==> config.mk <==
export PLATFORM = sky130hd
export DESIGN_NAME = mdio_master
export DESIGN_NICKNAME = d
export VERILOG_FILES = /design/src/rtl/mdio_master.sv
export SDC_FILE = /design/constraint.sdc
export NUM_CORES = 1
export LEC_CHECK = 0
export ABC_CLOCK_PERIOD_IN_PS = 4500
export CAP_MARGIN = 10
export CORE_MARGIN = 10
export CORE_UTILIZATION = 28
export CTS_BUF_LIST = sky130_fd_sc_hd__clkbuf_4
export CTS_CLUSTER_SIZE = 25
export DETAILED_ROUTE_END_ITERATION = 10
export PLACE_DENSITY = 0.57
export SLEW_MARGIN = 20
export SYNTH_ARGS = -nofsm -noshare
export SYNTH_HDL_FRONTEND = slang
export SYNTH_SLANG_ARGS = --single-unit
==> constraint.sdc <==
create_clock -name clk_50 -period 4.5 [get_ports clk_50]
set_input_delay 0.45 -clock clk_50 [delete_from_list [all_inputs] [get_ports clk_50]]
set_output_delay 0.45 -clock clk_50 [all_outputs]
set_load 0.01 [all_outputs]
==> src/rtl/mdio_master.sv <==
// mdio_master: IEEE 802.3 Clause 22 MDC/MDIO initiator. Serialises one read
// or write command at a time and returns read data plus a turnaround-error
// flag. The pad tristate is built outside from mdio_o / mdio_oe.
// Build option: define MDIO_PREAMBLE_SUPPRESS_EN to send the 32-bit preamble
// only on the first frame after reset; later frames start at the header.
module mdio_master #(
  parameter int CLK_DIV = 13
) (
  input  logic        clk_50,
  input  logic        reset_i,
  input  logic        cmd_valid,
  output logic        cmd_ready,
  input  logic        cmd_write,
  input  logic [4:0]  cmd_phy_addr,
  input  logic [4:0]  cmd_reg_addr,
  input  logic [15:0] cmd_wdata,
  output logic        rsp_valid,
  output logic [15:0] rsp_rdata,
  output logic        rsp_error,
  output logic        mdc,
  output logic        mdio_o,
  output logic        mdio_oe,
  input  logic        mdio_i
);

  localparam logic [2:0] S_IDLE = 3'd0;
  localparam logic [2:0] S_PRE  = 3'd1;
  localparam logic [2:0] S_HDR  = 3'd2;
  localparam logic [2:0] S_TA   = 3'd3;
  localparam logic [2:0] S_DATA = 3'd4;
  localparam logic [2:0] S_DONE = 3'd5;

  // Phase counter spans one full bit period (2*CLK_DIV cycles).
  localparam int PW = $clog2(2 * CLK_DIV);
  localparam logic [PW-1:0] PH_RISE = PW'(CLK_DIV - 1);     // last low cycle
  localparam logic [PW-1:0] PH_SAMP = PW'(CLK_DIV);         // first high cycle
  localparam logic [PW-1:0] PH_LAST = PW'(2 * CLK_DIV - 1); // last cycle of bit

  logic [2:0]    state;
  logic [PW-1:0] ph;
  logic [4:0]    bit_cnt;
  logic          wr_q;
  logic [13:0]   hdr_q;   // ST, OP, PHYAD, REGAD; MSB is the bit on the wire
  logic [15:0]   data_q;  // write data shifting out, or read data shifting in
  logic          err_q;
  logic          sync1, sync2;
  logic          skip_pre;
  logic [13:0]   hdr_new;

  assign hdr_new = {2'b01, (cmd_write ? 2'b01 : 2'b10), cmd_phy_addr, cmd_reg_addr};

`ifdef MDIO_PREAMBLE_SUPPRESS_EN
  logic pre_done;

  // Remember that a preamble-bearing frame has gone out since reset.
  always_ff @(posedge clk_50) begin
    if (reset_i)
      pre_done <= 1'b0;
    else if (state == S_IDLE && cmd_valid)
      pre_done <= 1'b1;
  end

  assign skip_pre = pre_done;
`else
  assign skip_pre = 1'b0;
`endif

  // Two-flop synchroniser for the asynchronous MDIO pin.
  always_ff @(posedge clk_50) begin
    sync1 <= mdio_i;
    sync2 <= sync1;
  end

  // Frame sequencer: bit timing, shift registers and registered pin outputs.
  always_ff @(posedge clk_50) begin
    if (reset_i) begin
      state     <= S_IDLE;
      ph        <= '0;
      bit_cnt   <= '0;
      wr_q      <= 1'b0;
      hdr_q     <= '0;
      data_q    <= '0;
      err_q     <= 1'b0;
      cmd_ready <= 1'b1;
      rsp_valid <= 1'b0;
      rsp_rdata <= '0;
      rsp_error <= 1'b0;
      mdc       <= 1'b0;
      mdio_o    <= 1'b1;
      mdio_oe   <= 1'b0;
    end else begin
      rsp_valid <= 1'b0;
      case (state)
        S_IDLE: begin
          if (cmd_valid) begin
            // Latch every field now; the inputs are free to change afterwards.
            wr_q      <= cmd_write;
            hdr_q     <= hdr_new;
            data_q    <= cmd_write ? cmd_wdata : 16'h0000;
            ph        <= '0;
            bit_cnt   <= '0;
            cmd_ready <= 1'b0;
            mdc       <= 1'b0;
            mdio_oe   <= 1'b1;
            state     <= skip_pre ? S_HDR : S_PRE;
            mdio_o    <= skip_pre ? hdr_new[13] : 1'b1;
          end
        end
        S_PRE, S_HDR, S_TA, S_DATA: begin
          ph <= ph + 1'b1;
          if (ph == PH_RISE)
            mdc <= 1'b1;
          // Sample one full bit period after the PHY launched on the previous rise.
          if (ph == PH_SAMP) begin
            if (state == S_TA && bit_cnt == 5'd1)
              err_q <= sync2;
            if (state == S_DATA && !wr_q)
              data_q <= {data_q[14:0], sync2};
          end
          if (ph == PH_LAST) begin
            // Bit boundary: MDC falls and the next bit's drive is launched.
            ph  <= '0;
            mdc <= 1'b0;
            case (state)
              S_PRE: begin
                if (bit_cnt == 5'd31) begin
                  state   <= S_HDR;
                  bit_cnt <= '0;
                  mdio_o  <= hdr_q[13];
                end else begin
                  bit_cnt <= bit_cnt + 5'd1;
                  mdio_o  <= 1'b1;
                end
              end
              S_HDR: begin
                if (bit_cnt == 5'd13) begin
                  state   <= S_TA;
                  bit_cnt <= '0;
                  mdio_o  <= 1'b1;
                  mdio_oe <= wr_q;
                end else begin
                  bit_cnt <= bit_cnt + 5'd1;
                  hdr_q   <= {hdr_q[12:0], 1'b0};
                  mdio_o  <= hdr_q[12];
                end
              end
              S_TA: begin
                if (bit_cnt == 5'd0) begin
                  bit_cnt <= 5'd1;
                  mdio_o  <= 1'b0;
                end else begin
                  state   <= S_DATA;
                  bit_cnt <= '0;
                  mdio_o  <= wr_q ? data_q[15] : 1'b1;
                  mdio_oe <= wr_q;
                end
              end
              default: begin
                if (bit_cnt == 5'd15) begin
                  state     <= S_DONE;
                  bit_cnt   <= '0;
                  rsp_valid <= 1'b1;
                  rsp_rdata <= wr_q ? 16'h0000 : data_q;
                  rsp_error <= wr_q ? 1'b0 : err_q;
                  mdio_o    <= 1'b1;
                  mdio_oe   <= 1'b0;
                end else begin
                  bit_cnt <= bit_cnt + 5'd1;
                  if (wr_q) begin
                    data_q <= {data_q[14:0], 1'b0};
                    mdio_o <= data_q[14];
                  end
                end
              end
            endcase
          end
        end
        S_DONE: begin
          state     <= S_IDLE;
          cmd_ready <= 1'b1;
        end
        default: begin
          state     <= S_IDLE;
          cmd_ready <= 1'b1;
          mdc       <= 1'b0;
          mdio_oe   <= 1'b0;
        end
      endcase
    end
  end

endmodule
==> results.yml <==
outcome:
  outcome: "completed"
placement:
  placed_cell_area_um2: 4320
  port_buffers: 52
  gp_congestion: 0.871
  dp_hpwl_mm: 7.72
global_routing:
  grt.total_usage_pct: 11.7
  grt_pass1_vias: 3294
  overflow: 0
  grt_pass1_wl_mm: 17.7
  top_usage_layer: "met2"
  use_met1_pct: 15.5
  grt_max_degree: 33
  met3_usage_pct: 2.74
  antenna_found_initial: 0
  gr-usage-met2_pct: 18.4
critical_path:
  start_kind: "flip-flop"
  cp_max_fo: 29
  worstPathRequired_ns: 4.82
  cp.arrival_ns: 3.23
  worstSetupPathType: "flip-flop to flip-flop"
  critical_path.endpoint_type: "flip-flop"
cts:
  clk_latency_ns: 0.42
  clock-root-buffer: "clkbuf_4"
  clock_sink_count: 69
  cts_buffers: 9
  cts_buffer_depth: 2
  cts-resized-gates: 0
  htreeDepth: 3
  cts_tree: "built"
  clk_pin_slew_ns: 0.11
  postCtsSetupBuffers: 0
  cts_hold_buffers: 0
synth:
  netlist_instances: 430
  synth_seq_area_share_pct: 36.8
  synth_fp_nets: 470
  synth_edf_count: 0
  async_flop_share_pct: 0
  synth.top_cell.area_share_pct: 36.8
  yosys.area.top_type: "dfxtp_1"
  synth_flop_cell: "dfxtp_1"
  synth-seq-cells: 69
  syn_area_per_cell_um2: 8.73
  synthDistinctLibCells: 64
  ys_warn_count: 0
  syn_area_um2: 3750
  synthTopCellsByArea: "dfxtp_1 (37%), a311oi_1 (5.4%), a21oi_1 (4.1%)"
floorplanning:
  ioPinCount: 53
  core_region_area_um2: 13200
  die_h_um: 136
  die_w_um: 136
  initial_core_util_pct: 28.5
  rows: 42
  fp.dieArea_um2: 18400
routing:
  routed_wl_mm: 10.9
  drc: 0
  wl_per_cell_um: 17.1
  via_per_inst: 5.42
  route.vias.total: 3452
  drtIter0Drc: 313
  postRouteAntennaNets: 0
  dr.pass1.iters: 5
power_and_ir_drop:
  finalPower_mw: 1.68
  vdd_drop_max_mv: 0.121
  p_leak_nw: 1.48
  p_per_area_nw_per_um2: 378
sta:
  rsz0062_at_grt: "no"
  hold_violations: 0
  fin_crit_ns: 2.91
  clock.fmax_mhz: 343
  finalSetupViolCount: 0
  skew_ns: 0.00806
  worst_pin_slew_ns: 1.01
  whs_ns: 0.344
  fin_setup_tns_ns: 0
  drv_slew: 0
  post-route-period-util_pct: 64.8
  max-slew-margin-rel_pct: 32.5
finish:
  drive_above_1_share_pct: 7.81
  fin_area_um2: 4440
  diodes: 0
  final_nets: 498
  syn2layout_area_growth_pct: 18.3
  utilization_pct: 33.7
flow_run:
  maxCapViolations: 0
min_path:
  hp-class: "flip-flop to flip-flop"
-- report_power, final --
part / internal, mW / total (mW) / switching [mW] / leakage [nW]
Combinational: 0.203 / 0.507 / 0.305 / 0.846
Sequential: 0.686 / 0.783 / 0.0969 / 0.564
Clock: 0.174 / 0.389 / 0.216 / 0.0702
Total: 1.06 / 1.68 / 0.617 / 1.48
-- final timing paths --
path	start	end	slack, ns	depth (start not counted)
setup reg to reg	state[2]$_SDFFE_PP0P_	rsp_rdata[4]$_SDFFE_PP0P_	1.59	4
setup / recovery	state[2]$_SDFFE_PP0P_	rsp_rdata[4]$_SDFFE_PP0P_	1.59	4
hold reg to reg	sync1$_DFF_P_	sync2$_DFF_P_	0.34	0
hold / removal	sync1$_DFF_P_	sync2$_DFF_P_	0.34	0
-- synth_stat cells (3+ instances only) --
| cell type | instances |
|---|---|
| a211oi_1 | 3 |
| a21oi_1 | 31 |
| a221oi_1 | 12 |
| a22o_1 | 16 |
| a311o_1 | 4 |
| a311oi_1 | 23 |
| a31oi_1 | 4 |
| a32o_1 | 3 |
| and3_1 | 3 |
| and4b_1 | 3 |
| buf_2 | 18 |
| buf_6 | 4 |
| clkbuf_1 | 14 |
| dfxtp_1 | 69 |
| ha_1 | 9 |
| inv_1 | 13 |
| mux2i_1 | 7 |
| nand2_1 | 22 |
| nand2b_1 | 3 |
| nand3_1 | 31 |
| nand4_1 | 11 |
| nand4b_1 | 3 |
| nor2_1 | 28 |
| nor2b_1 | 8 |
| nor3_1 | 13 |
| nor3b_1 | 3 |
| o211ai_1 | 13 |
| o211ai_2 | 4 |
| o21ai_0 | 11 |
| or3_1 | 3 |
-- cells in the final DEF, fill, tap and decap left out, types with 3 or more instances in the layout --
| cell type | instances |
|---|---|
| and3_1 | 3 |
| o211ai_1 | 13 |
| a311o_1 | 4 |
| nor2_1 | 28 |
| and4b_1 | 3 |
| nor3_1 | 13 |
| a221oi_1 | 12 |
| a21oi_1 | 31 |
| nand4_1 | 11 |
| buf_4 | 3 |
| a31oi_1 | 4 |
| a32o_1 | 3 |
| or3_1 | 3 |
| nor3b_1 | 3 |
| clkbuf_4 | 11 |
| ha_1 | 9 |
| o21ai_0 | 11 |
| nand3_1 | 31 |
| a211oi_1 | 3 |
| o211ai_2 | 4 |
| a22o_1 | 16 |
| nand4b_1 | 3 |
| inv_1 | 13 |
| nand2_1 | 22 |
| dfxtp_1 | 69 |
| nor2b_1 | 8 |
| mux2i_1 | 7 |
| nand2b_1 | 3 |
| a311oi_1 | 23 |
| clkdlybuf4s50_1 | 52 |
-- through the flow --
stage / std cells / setup slack (ns)
2_1_floorplan: 430 / 2.37
3_3_place_gp: 623 / 1.76
3_5_place_dp: 623 / 1.63
4_1_cts: 637 / 1.60
5_1_grt: 637 / 1.32
6_report: 637 / 1.59
-- registers in the layout (all words and copies together) (netlist names), 3 cells and up --
signal,cells
data_q,16
rsp_rdata,16
hdr_q,14
bit_cnt,5
ph,5
state,3
-- final cells by class --
cell class,instances,area [µm²]
Sequential cell,69,1380
Inverter,13,48.8
Clock inverter,3,38.8
Multi-Input combinational cell,310,2130
Fill cell,1401,8750
Clock buffer,11,82.6
Timing Repair Buffer,55,543
Tap cell,176,220
-- cell families after synthesis --
family	Yosys count	share of synthesized area (%)
multiplexers	8	2.17
XOR/XNOR	3	0.700
AND/OR/NAND/NOR	148	21.4
flip-flops	69	36.8
adder cells (fa/ha/maj)	9	3.00
buffers and inverters	51	6.53
AO/OA/AOI/OAI	142	29.4
-- worst max-delay path, stage by stage, from the launching register on --
cell	delay [ns]
dfxtp_1	0.95
nor3b_2	0.95
a31oi_1	0.40
buf_4	0.29
a22o_1	0.23
-- per-layer routing --
metal  vias up  part of all wire (%)
met5         -                     0
met4         0                   1.1
met3        15                   6.4
met2       125                    46
met1      1600                    46
li1       1712                     -
(Power assumes the default switching activity.)
